==> src/rtl/cache_mem_arbiter.sv <==
// Round-robin arbiter sharing one fixed-latency line-wide memory port between
// the I-cache refill path and the D-cache refill/writeback path.
module cache_mem_arbiter #(
  parameter int LINE_W      = 128,
  parameter int ADDR_W      = 32,
  parameter int MEM_LATENCY = 5
) (
  input  logic              clock,
  input  logic              reset,
  input  logic              ic_req,
  input  logic [ADDR_W-1:0] ic_addr,
  output logic              ic_ready,
  output logic [LINE_W-1:0] ic_rdata,
  input  logic              dc_req,
  input  logic              dc_we,
  input  logic [ADDR_W-1:0] dc_addr,
  input  logic [LINE_W-1:0] dc_wdata,
  output logic              dc_ready,
  output logic [LINE_W-1:0] dc_rdata,
  output logic              mem_req,
  output logic              mem_we,
  output logic [ADDR_W-1:0] mem_addr,
  output logic [LINE_W-1:0] mem_wdata,
  input  logic [LINE_W-1:0] mem_rdata,
  output logic              busy,
  output logic              grant_dc
);

  typedef enum logic [1:0] {
    IDLE,
    BUSY,
    RESP
  } stateT;

  localparam logic [7:0] CNT_INIT = 8'(MEM_LATENCY - 1);

  stateT             state;
  stateT             stateNext;
  logic [7:0]        cnt;
  logic              grantFire;
  logic              pickDc;
  logic              grantDc;
  logic              cmdWe;
  logic [ADDR_W-1:0] cmdAddr;
  logic [LINE_W-1:0] cmdWdata;
  logic [LINE_W-1:0] icRdata;
  logic [LINE_W-1:0] dcRdata;

  // NOTE: sequential state uses non-blocking assignments so every register
  // samples the pre-edge values, independent of block ordering.
  always_ff @(posedge clock) begin
    if (!reset) state <= IDLE;
    else        state <= stateNext;
  end

  // NOTE: every always_comb output gets a default first so no path leaves it
  // unassigned, which would infer a latch.
  always_comb begin
    stateNext = state;
    grantFire = 1'b0;
    pickDc    = grantDc;
    case (state)
      IDLE: begin
        if (ic_req || dc_req) begin
          grantFire = 1'b1;
          // On a tie the pointer flips; a lone requester simply wins.
          pickDc    = (ic_req && dc_req) ? !grantDc : dc_req;
          stateNext = BUSY;
        end
      end
      BUSY:    if (cnt == 8'd0) stateNext = RESP;
      RESP:    stateNext = IDLE;
      default: stateNext = IDLE;
    endcase
  end

  always_ff @(posedge clock) begin
    if (!reset) begin
      cnt      <= 8'd0;
      grantDc  <= 1'b0;
      cmdWe    <= 1'b0;
      cmdAddr  <= '0;
      cmdWdata <= '0;
      icRdata  <= '0;
      dcRdata  <= '0;
    end else if (grantFire) begin
      cnt      <= CNT_INIT;
      grantDc  <= pickDc;
      cmdWe    <= pickDc && dc_we;
      cmdAddr  <= pickDc ? dc_addr : ic_addr;
      cmdWdata <= pickDc ? dc_wdata : '0;
    end else if (state == BUSY) begin
      if (cnt != 8'd0) begin
        cnt <= cnt - 8'd1;
      end else if (!cmdWe) begin
        // Read data is only valid on the final window cycle; only the owner's line moves.
        if (grantDc) dcRdata <= mem_rdata;
        else         icRdata <= mem_rdata;
      end
    end
  end

  assign mem_req   = (state == BUSY);
  assign mem_we    = (state == BUSY) && cmdWe;
  assign mem_addr  = cmdAddr;
  assign mem_wdata = cmdWdata;
  assign ic_ready  = (state == RESP) && !grantDc;
  assign dc_ready  = (state == RESP) && grantDc;
  assign busy      = (state != IDLE);
  assign grant_dc  = grantDc;
  assign ic_rdata  = icRdata;
  assign dc_rdata  = dcRdata;

endmodule
==> config.mk <==
export PLATFORM = sky130hd
export DESIGN_NAME = cache_mem_arbiter
export DESIGN_NICKNAME = d
export VERILOG_FILES = /design/src/rtl/cache_mem_arbiter.sv
export SDC_FILE = /design/constraint.sdc
export NUM_CORES = 1
export LEC_CHECK = 0
export BUFFER_PORTS_ARGS = -buffer_cell sky130_fd_sc_hd__buf_4
export CAP_MARGIN = 20
export CORE_AREA = 2 2 293 295
export CTS_BUF_LIST = sky130_fd_sc_hd__clkbuf_8 sky130_fd_sc_hd__clkbuf_16
export DETAILED_ROUTE_END_ITERATION = 10
export DIE_AREA = 0 0 295 297
export SYNTH_ARGS = -nofsm -noshare
export SYNTH_HDL_FRONTEND = slang
export SYNTH_SLANG_ARGS = --single-unit
==> constraint.sdc <==
create_clock -name clock -period 2.1 [get_ports clock]
set_input_delay 0.42 -clock clock [delete_from_list [all_inputs] [get_ports clock]]
set_output_delay 0.42 -clock clock [all_outputs]
set_load 0.02 [all_outputs]
==> metrics.txt, run 1 <==
Die X-Extent=295 microns; largest net degree at the start of global routing=79; status=completed; synth unique cells=47; post-synth top area share=0.585; hold_sp=dc_wdata[105]; Via density=4.06; Die ar.=0.0876 sq mm; overall power=23.9 mW; first-pass GRT wire length=97000 microns; pwr dens=956 mW/mm^2; asr flop ratio synth=0; vias=14.7k; CTS tree=built; endpoint class of the critical path=output port; Final Hold Vio Count=0; Worst Path Required=1.68 ns; Main synth FF type=dfxtp_1; share of cells above drive strength 1=0.385; CP Launch Type=register; WL/cell=19.3 microns; Final nets=2767; Layout Cells excl Fill=3627; Setup violations, final=0; vias in the first global route=14.3k; Tcrit/Tclk final=0.964; Worst-path clk slew=0.06 ns; worst-margin pin slew=0.605 ns; placed cells=3405; initial antenna violation count=9; top cells by area, synth=dfxtp_1, nand2_1, a21oi_1, a22o_1, clkbuf_1; Initial Util=0.174; FF-to-FF End=ic_rdata[9]; Worst Reg-to-Reg Cells=9; Antenna Violating Nets Remaining=0; Lkg Pwr=10.6 nW; Syn Nets=1907; # rows=107; FILL cells=8898; Post-Syn Area=0.0147 sq mm; YS warnings=0; critical path class=register to output port; fin. max-slew vios=0; Mean Syn Cell Area=9.28 sq um; # H-tree levels=2; register area share after synthesis=0.585; Worst Clk Skew=0.0323 ns; CTS max path bufs=3; Hold WS=0.0475 ns; CP cell instances=nor2b_2 -> buf_4 -> and2_1 -> buf_4; largest fanout on the critical path=5; CP Depth=4; Layout area overhead=70.5%; IO buf count=746; family with the most delay on the worst path=flip-flops; Finished Core Util=0.296; drc violations=0; Core ar.=0.0845 sq mm; Post-synth EDFFs=0; Tightest Hold Check Type=input pin to register; Worst IR Drop VDD=0.702 mV; CTS buffer count=50; count leader, synth=nand2_1; R2R setup slack=0.08 ns; post-DP HPWL=51900 microns; Max Cap Viol=0; Seq cells post-synth=428; WHS Endpoint=mem_wdata[105]; clk_lat worst skew=0.61 ns; DRT iter0 DRCs=726; Reg-to-Reg Start=cnt[0]; Cells after Synth=1580; grt ovf=0; crit path time final=2.02 ns; placer's final routability congestion estimate=0.833; CP dominant cell by count=buf_4; CP max-delay cell=dfxtp_4; Max transition margin=0.597; I/O pins=747; clk sink count=428; crit path DAT=1.60 ns; Max Clk Rate=494 MHz; Post-synth top cells=nand2_1, dfxtp_1, a21oi_1, a22o_1, clkbuf_1; worst hold path depth=2; CP bufs+invs=2; Overall Global Routing Usage=0.147; routed wire length=70200 microns; area leader, netlist=dfxtp_1; Initial DRT Pass Iterations=5; Root Driver=clkbuf_16; die height=297 microns; Crit path largest cell delay=0.37 ns
power by group:
part           internal (mW)  total, mW  switching (mW)
registers               8.79       9.21           0.422
clock network           5.59       9.36            3.77
logic                   2.39       5.31            2.93
total                   16.8       23.9            7.12
cells in the final DEF, fill, tap and decap left out, types with 2 or more instances in the layout:
master         Yosys  routed
a222oi_1          14      14
or4_1              2       2
a22oi_1           17      17
clkbuf_16          0      60
buf_6             13       6
nor2_1            20      19
nor3_1             3       3
and2_4             0       2
inv_6              0       2
xnor2_1            4       4
a21oi_2           19      22
clkinv_4           0       2
o2bb2ai_1         17      17
clkinv_8           0       2
clkinvlp_4         0       3
o21ai_0            2       2
and3_1             3       3
dfxtp_1          428     423
a21oi_1          243     240
clkbuf_8           0      10
dlygate4sd3_1      0     108
or2_2              2       2
buf_12            10      27
diode_2            0       4
a211oi_1           2       2
bufinv_16          0       7
nor3b_1            3       3
inv_1              4       9
a22o_1           129     129
dfxtp_2            0       4
inv_2              0       2
clkinv_2           0       6
nand2_1          515     515
buf_4              4     785
kinds of logic (layout without fill, tap and decap cells):
group,Yosys count,after routing,synth area share
other,0,4,0
AOI/OAI and AO/OA,449,449,0.205
and+or+nand+nor,563,563,0.151
adders and majority gates,2,2,0.00171
xor gates and xnor gates,5,5,0.00299
DFF,428,428,0.585
buffers and inverters,133,1032,0.0546
flip-flops by register name, summed over array words and instances, names as in the netlist:
name,flops
mem_addr,32
cnt,8
ic_rdata,128
dc_rdata,128
state,2
cmdWe,1
mem_wdata,128
grant_dc,1
final cells by class:
cell class	instances	area, sq um	share of cell area
flip-flops and latches	428	8580	0.343
inverters	4	22.5	0.000901
well taps	1144	1430	0.0573
clock buffers	60	1390	0.0556
clock inverters	31	390	0.0156
diodes	4	10.0	0.000401
repair buffers	937	7840	0.314
multi-input cells	1019	5330	0.213
metrics by stage:
| step | worst slack (ns) | instance area, sq um | TNS, ns |
|---|---|---|---|
| after detailed placement | 0.0302 | 21700 | 0 |
| after global placement | 0.108 | 21700 | 0 |
| after global routing | -0.0321 | 25000 | -0.168 |
| final | 0.0759 | 25000 | 0 |
| after floorplan | 0.183 | 14700 | 0 |
| after CTS | -0.0215 | 24600 | -0.0466 |
layer usage:
layer	vias up	GRT usage	wire, microns
met2	584	0.270	36300
met3	97	0.0478	5870
met5	-	0	34
li1	7137	-	-
met4	6	0.0443	1970
met1	6909	0.159	26000
worst register-to-register path, cell delays in order (launching register included):
cell	delay (ns)
dfxtp_2	0.32
inv_2	0.08
ha_4	0.13
or3b_4	0.39
nor4b_4	0.30
buf_6	0.18
clkbuf_16	0.20
clkbuf_16	0.16
nand2_1	0.05
a21oi_1	0.13
worst max-delay path by stage:
stage	start	endpoint	slack [ns]
after floorplan	cnt[0]	ic_rdata[21]	0.18
after global placement	cnt[0]	ic_rdata[44]	0.11
after detailed placement	cnt[1]	ic_rdata[69]	0.03
after CTS	cnt[1]	ic_rdata[69]	-0.02
after global routing	cnt[0]	ic_rdata[66]	-0.03
final	state[0]	mem_we	0.08
what timing repair did:
item                       4_1_cts  5_1_grt
hold buffers                   108        0
hold endpoints to repair       108        0
pin swaps                        0        8
setup endpoints to repair        9      135
gates cloned                     0       15
resized for setup                5       20
buffers inserted                 0        4
Note: power is estimated with default switching activity, not from simulation.
==> run 2: changes to the inputs <==
Settings changed: ABC_AREA from default to 1, CORE_AREA 2 2 293 295 to 2 2 290 292, DIE_AREA 0 0 295 297 to 0 0 292 294.
Clock period 2.1 ns to 2 ns, I/O delays scaled along.
==> metrics.txt, run 2 <==
register area share after synthesis=0.508 (was 0.585); largest net degree at the start of global routing=98 (was 79); Psw=8.25 mW (was 7.12 mW); family with the most delay on the worst path=buffers and inverters (was flip-flops); Core ar.=0.0829 sq mm (was 0.0845 sq mm); CP bufs+invs=4 (was 2); top cells by area, synth=dfxtp_1, nand2_1, nor2_1, inv_1, nand3_1 (was dfxtp_1, nand2_1, a21oi_1, a22o_1, clkbuf_1); vias=17.6k (was 14.7k); Sw Share=0.324 (was 0.298); Post-Syn Area=0.0169 sq mm (was 0.0147 sq mm); Antenna Violating Nets Remaining=0 (unchanged); Worst IR Drop VDD=0.540 mV (was 0.702 mV); critical path class=register to output port (unchanged); share of cells above drive strength 1=0.269 (was 0.385); I/O pins=747 (unchanged); Initial Util=0.203 (was 0.174); vias in the first global route=16.6k (was 14.3k); # H-tree levels=2 (unchanged); CP dominant cell by count=buf_6 (was buf_4); initial antenna violation count=5 (was 9); pwr dens=955 mW/mm^2 (was 956 mW/mm^2); CTS buffer count=50 (unchanged); Mean Syn Cell Area=6.75 sq um (was 9.28 sq um); Post-synth top cells=nand2_1, nor2_1, dfxtp_1, inv_1, nand3_1 (was nand2_1, dfxtp_1, a21oi_1, a22o_1, clkbuf_1); # rows=106 (was 107); Finished Core Util=0.322 (was 0.296); CP cell instances=inv_2 -> nor2_4 -> buf_6 -> inv_1 -> nor2_2 -> buf_6 (was nor2b_2 -> buf_4 -> and2_1 -> buf_4); largest fanout on the critical path=3 (was 5); crit path DAT=1.50 ns (was 1.60 ns); post-DP HPWL=50100 microns (was 51900 microns); Post-synth EDFFs=0 (unchanged); CP Launch Type=register (unchanged); placer's final routability congestion estimate=0.853 (was 0.833); YS warnings=0 (unchanged); Seq cells post-synth=428 (unchanged); CTS tree=built (unchanged); worst-margin pin slew=0.488 ns (was 0.605 ns); Max Clk Rate=527 MHz; Comb pwr share=0.262 (was 0.222); internal power=17.2 mW (was 16.8 mW); Main synth FF type=dfxtp_1 (unchanged); first-pass GRT wire length=98100 microns (was 97000 microns); routed wire length=67900 microns (was 70200 microns); post-synth top area share=0.508 (was 0.585); Final Hold Vio Count=0 (unchanged); grt ovf=0 (unchanged); Setup TNS Final=0 ns (unchanged); RSZ-0062 raised after global routing=false; Clock power frac=0.348 (was 0.392); Worst Path Required=1.60 ns (was 1.68 ns); commonest cells after routing, fill and taps aside=nand2_1, buf_4, nor2_1 (was buf_4, nand2_1, dfxtp_1); Root Driver=clkbuf_16 (unchanged); clk sink count=428 (unchanged); Tcrit/Tclk final=0.948; synth unique cells=25 (was 47); CTS max path bufs=3 (unchanged); Die ar.=0.0858 sq mm (was 0.0876 sq mm); Crit path largest cell delay=0.34 ns (was 0.37 ns); pre-CTS WS=0.0856 ns (was 0.0302 ns); Max transition margin=0.674 (was 0.597); Setup violations, final=0 (unchanged); count leader, synth=nand2_1 (unchanged); leading cell type in the layout, fill and taps excluded=nand2_1 (was buf_4); DRT iter0 DRCs=748 (was 726); die height=294 microns (was 297 microns); Worst-path clk slew=0.06 ns (about the same); WL/cell=15.2 microns (was 19.3 microns); fin. max-slew vios=0 (unchanged); Overall Global Routing Usage=0.146 (was 0.147); sequential power share=0.390 (was 0.386); drc violations=0 (unchanged); Die X-Extent=292 microns (was 295 microns); Tightest Hold Check Type=input pin to register (unchanged); status=completed (unchanged); Worst Clk Skew=0.0152 ns (was 0.0323 ns); endpoint class of the critical path=output port (unchanged); CP max-delay cell=dfxtp_4 (unchanged); Initial DRT Pass Iterations=5 (unchanged); Cells after Synth=2499 (was 1580); Via density=3.95 (was 4.06); IO buf count=746 (unchanged); Final nets=3670 (was 2767); Lkg Pwr=14.5 nW (was 10.6 nW); Max Cap Viol=0 (unchanged); Syn Nets=2826 (was 1907); area leader, netlist=dfxtp_1 (unchanged); clk_lat worst skew=0.59 ns (was 0.61 ns); crit path time final=1.90 ns; Layout area overhead=58.2% (was 70.5%); asr flop ratio synth=0 (unchanged); final worst slack=0.103 ns (was 0.0759 ns)
==> run 2: cell type report <==
type | instances | area, sq um
Multi-Input combinational cell | 1654 | 6550
Timing Repair Buffer | 932 | 7580
Sequential cell | 428 | 8570
Fill cell | 8875 | 56200
Antenna cell | 2 | 5.00
Clock buffer | 62 | 1420
Clock inverter | 22 | 154
Inverter | 277 | 1040
Tap cell | 1080 | 1350
==> run 2: logic make-up (layout without fill, tap and decap cells) <==
kind of cell,after synthesis,in the layout,synth area share
AO/OA/AOI/OAI,35,35,0.0105
XOR/XNOR,3,3,0.00156
flip-flops,428,428,0.508
other,0,2,0
AND/OR/NAND/NOR,1614,1614,0.374
adder cells (fa/ha/maj),2,2,0.00148
buffers and inverters,417,1293,0.104
==> run 2: per-stage QoR <==
| stage | power (mW) | instances | hold slack, ns | cell area (sq um) |
|---|---|---|---|---|
| CTS | 25.8 | 4450 | 0.000120 | 26600 |
| detailed placement | 16.6 | 4245 | 0.440 | 23800 |
| finish | 25.5 | 4457 | 0.0445 | 26700 |
| global route | 26.8 | 4456 | 0.00817 | 26700 |
| floorplan | 13.5 | 2499 | 0.445 | 16900 |
| global placement | 16.5 | 4245 | 0.438 | 23800 |
==> run 2: routing by layer <==
metal,up-vias,track usage,wire length [microns],share of wire
met5,-,0,23,0.00034
met4,4,0.0850,4060,0.060
met3,156,0.0477,5590,0.082
met2,625,0.253,32600,0.48
met1,7754,0.156,25700,0.38
li1,9050,-,-,-
==> run 2: worst paths after layout <==
check,from,endpoint,slack [ns],cells past startpoint
worst max-delay path,state[0],mem_we,0.10,6
worst min-delay path,dc_wdata[73],mem_wdata[73],0.04,3
worst max register to register,cnt[0],dc_rdata[11],0.17,10
worst min register to register,mem_wdata[86],mem_wdata[86],0.45,2
==> run 2: timing repair <==
item,4_1_cts,5_1_grt
setup endpoints to repair,2,75
hold buffers,119,0
buffers inserted,2,3
cloned,0,2
resized for setup,4,8
hold endpoints to repair,119,0
==> run 2: worst min-delay path: cells and delay by family <==
kind / cells / cell delay, ns
buffers and inverters: 1 / 0.08
and+or+nand+nor: 2 / 0.12
==> run 2: power groups by stage <==
stage	sequential (mW)	combinational, mW	clock [mW]
floorplan	11.1	2.42	0
global placement	10.1	6.41	0
detailed placement	10.1	6.45	0
CTS	9.94	6.68	9.19
global route	10.0	7.29	9.51
finish	9.94	6.67	8.86
==> run 3: changes to the inputs <==
Settings changed: CORE_AREA 2 2 290 292 to 2 2 287 289, DIE_AREA 0 0 292 294 to 0 0 289 291.
Clock period 2 ns to 2.4 ns, I/O delays scaled along.
==> metrics.txt, run 3 (synthesis gave the netlist of run 2 again) <==
Tcrit/Tclk final=0.927; Finished Core Util=0.312 (was 0.322); Core ar.=0.0812 sq mm (was 0.0829 sq mm); Comb pwr share=0.246 (was 0.262); Die X-Extent=289 microns (was 292 microns); Via density=3.94 (was 3.95); largest net degree at the start of global routing=112 (was 98); drc violations=0 (unchanged); first-pass GRT wire length=95300 microns (was 98100 microns); endpoint class of the critical path=output port (unchanged); FF-to-FF End=dc_rdata[34] (was dc_rdata[11]); # rows=105 (was 106); CTS tree=built (unchanged); placer's final routability congestion estimate=0.884 (was 0.853); Initial Util=0.208 (was 0.203); clk sink count=428 (unchanged); commonest cells after routing, fill and taps aside=nand2_1, buf_4, nor2_1 (unchanged); Worst IR Drop VDD=0.536 mV (was 0.540 mV); initial antenna violation count=9 (was 5); Sw Share=0.319 (was 0.324); Max Cap Viol=0 (unchanged); Layout Cells excl Fill=4309 (was 4457); Final Hold Vio Count=0 (unchanged); Setup violations, final=0 (unchanged); die height=291 microns (was 294 microns); Initial DRT Pass Iterations=5 (unchanged); pwr dens=843 mW/mm^2 (was 955 mW/mm^2); Tightest Hold Check Type=input pin to register (unchanged); Reg-to-Reg Start=cnt[0] (unchanged); Worst Clk Skew=0.0197 ns (was 0.0152 ns); Hold WS=0.0939 ns (was 0.0445 ns); vias in the first global route=16.1k (was 16.6k); Clock power frac=0.366 (was 0.348); Antenna Violating Nets Remaining=0 (unchanged); largest fanout on the critical path=6 (was 3); register area=0.00857 sq mm (about the same); share of cells above drive strength 1=0.274 (was 0.269); WHS Endpoint=mem_wdata[120] (was mem_wdata[73]); Layout area overhead=50.4% (was 58.2%); CP Launch Type=register (unchanged); crit path time final=2.23 ns; Max Clk Rate=449 MHz; DRT iter0 DRCs=848 (was 748); Lkg Pwr=13.9 nW (was 14.5 nW); grt ovf=0 (unchanged); Final nets=3527 (was 3670); post-DP HPWL=49300 microns (was 50100 microns); Overall Global Routing Usage=0.146 (about the same); status=completed (unchanged); WL/cell=14.9 microns (was 15.2 microns); FILL cells=8849 (was 8875); internal power=14.6 mW (was 17.2 mW); Worst Reg-to-Reg Cells=9 (was 10); CTS buffer count=49 (was 50); # H-tree levels=2 (unchanged); hold_sp=dc_wdata[120] (was dc_wdata[73]); Die ar.=0.0841 sq mm (was 0.0858 sq mm); worst hold path depth=3 (unchanged); Worst Path Required=1.92 ns (was 1.60 ns); clk_lat worst skew=0.59 ns (about the same); I/O pins=747 (unchanged); RSZ-0062 raised after global routing=false (unchanged); CTS max path bufs=3 (unchanged); Root Driver=clkbuf_16 (unchanged); critical path class=register to output port (unchanged); IO buf count=746 (unchanged); crit path DAT=1.75 ns (was 1.50 ns); vias=17.0k (was 17.6k); placed cells=4219 (was 4245); R2R setup slack=0.37 ns (was 0.17 ns); Worst-path clk slew=0.06 ns (about the same); sequential power share=0.388 (was 0.390); Worst Setup SP=state[0] (unchanged); fin. max-slew vios=0 (unchanged); area of the multi-input gates=0.00655 sq mm (about the same); leading cell type in the layout, fill and taps excluded=nand2_1 (unchanged); overall power=21.4 mW (was 25.5 mW); worst-margin pin slew=0.847 ns (was 0.488 ns); Max transition margin=0.436 (was 0.674); Setup TNS Final=0 ns (unchanged); Psw=6.82 mW (was 8.25 mW); routed wire length=64400 microns (was 67900 microns)
-- run 3: cell types whose count changed in the layout (fill, tap and decap cells not counted), sizes merged, moves of 3 or more --
cell | before | now
buf | 812 | 790
bufinv | 1 | 4
clkinvlp | 0 | 3
dlygate4sd3 | 119 | 0
-- run 3: timing repair --
| action | CTS | global route |
|---|---|---|
| buffers inserted | 0 | 0 |
| gates resized for setup | 0 | 1 |
| hold buffers | 0 | 0 |
| setup endpoints to repair | 0 | 1 |
-- run 3: through the flow --
| step | setup WS [ns] | instance area (sq um) |
|---|---|---|
| global placement | 0.450 | 23700 |
| detailed placement | 0.400 | 23700 |
| floorplan | 0.822 | 16900 |
| finish | 0.175 | 25400 |
| CTS | 0.0557 | 25400 |
| global route | 0.0904 | 25400 |
-- run 3: metal layers --
layer / wire, microns / vias up / global-route usage
li1: - / 8777 / -
met1: 23700 / 7437 / 0.153
met2: 30700 / 591 / 0.253
met3: 6950 / 135 / 0.0596
met4: 2970 / 18 / 0.0649
met5: 121 / - / 0
-- run 3: power by group through the flow --
stage / clock [mW] / combinational [mW] / sequential (mW)
after global routing: 8.37 / 5.78 / 8.38
final: 7.83 / 5.26 / 8.30
after detailed placement: 0 / 5.31 / 8.44
after CTS: 8.10 / 5.32 / 8.30
after floorplan: 0 / 2.02 / 9.26
after global placement: 0 / 5.27 / 8.43
-- run 3: final cells by class --
| type | count | area share |
|---|---|---|
| timing repair buffer | 790 | 0.244 |
| multi-input combinational | 1654 | 0.258 |
| clock inverter | 24 | 0.00923 |
| sequential | 428 | 0.338 |
| inverter | 277 | 0.0412 |
| clock buffer | 65 | 0.0570 |
| tap | 1070 | 0.0528 |
| antenna | 1 | 0.0000987 |
-- run 3: critical path, cell delays in order, from the launching register on --
cell     delay, ns
dfxtp_2       0.38
inv_2         0.07
nor2_4        0.18
inv_1         0.13
nor2_1        0.21
buf_4         0.20
-- run 3: worst max-delay path by stage --
stage                    to  slack [ns]  cells past startpoint
6_report             mem_we        0.17                      5
5_1_grt              mem_we        0.09                      5
4_1_cts              mem_we        0.06                      5
3_5_place_dp   dc_rdata[34]        0.40                      9
3_3_place_gp   ic_rdata[82]        0.45                     10
2_1_floorplan      dc_ready        0.82                      2
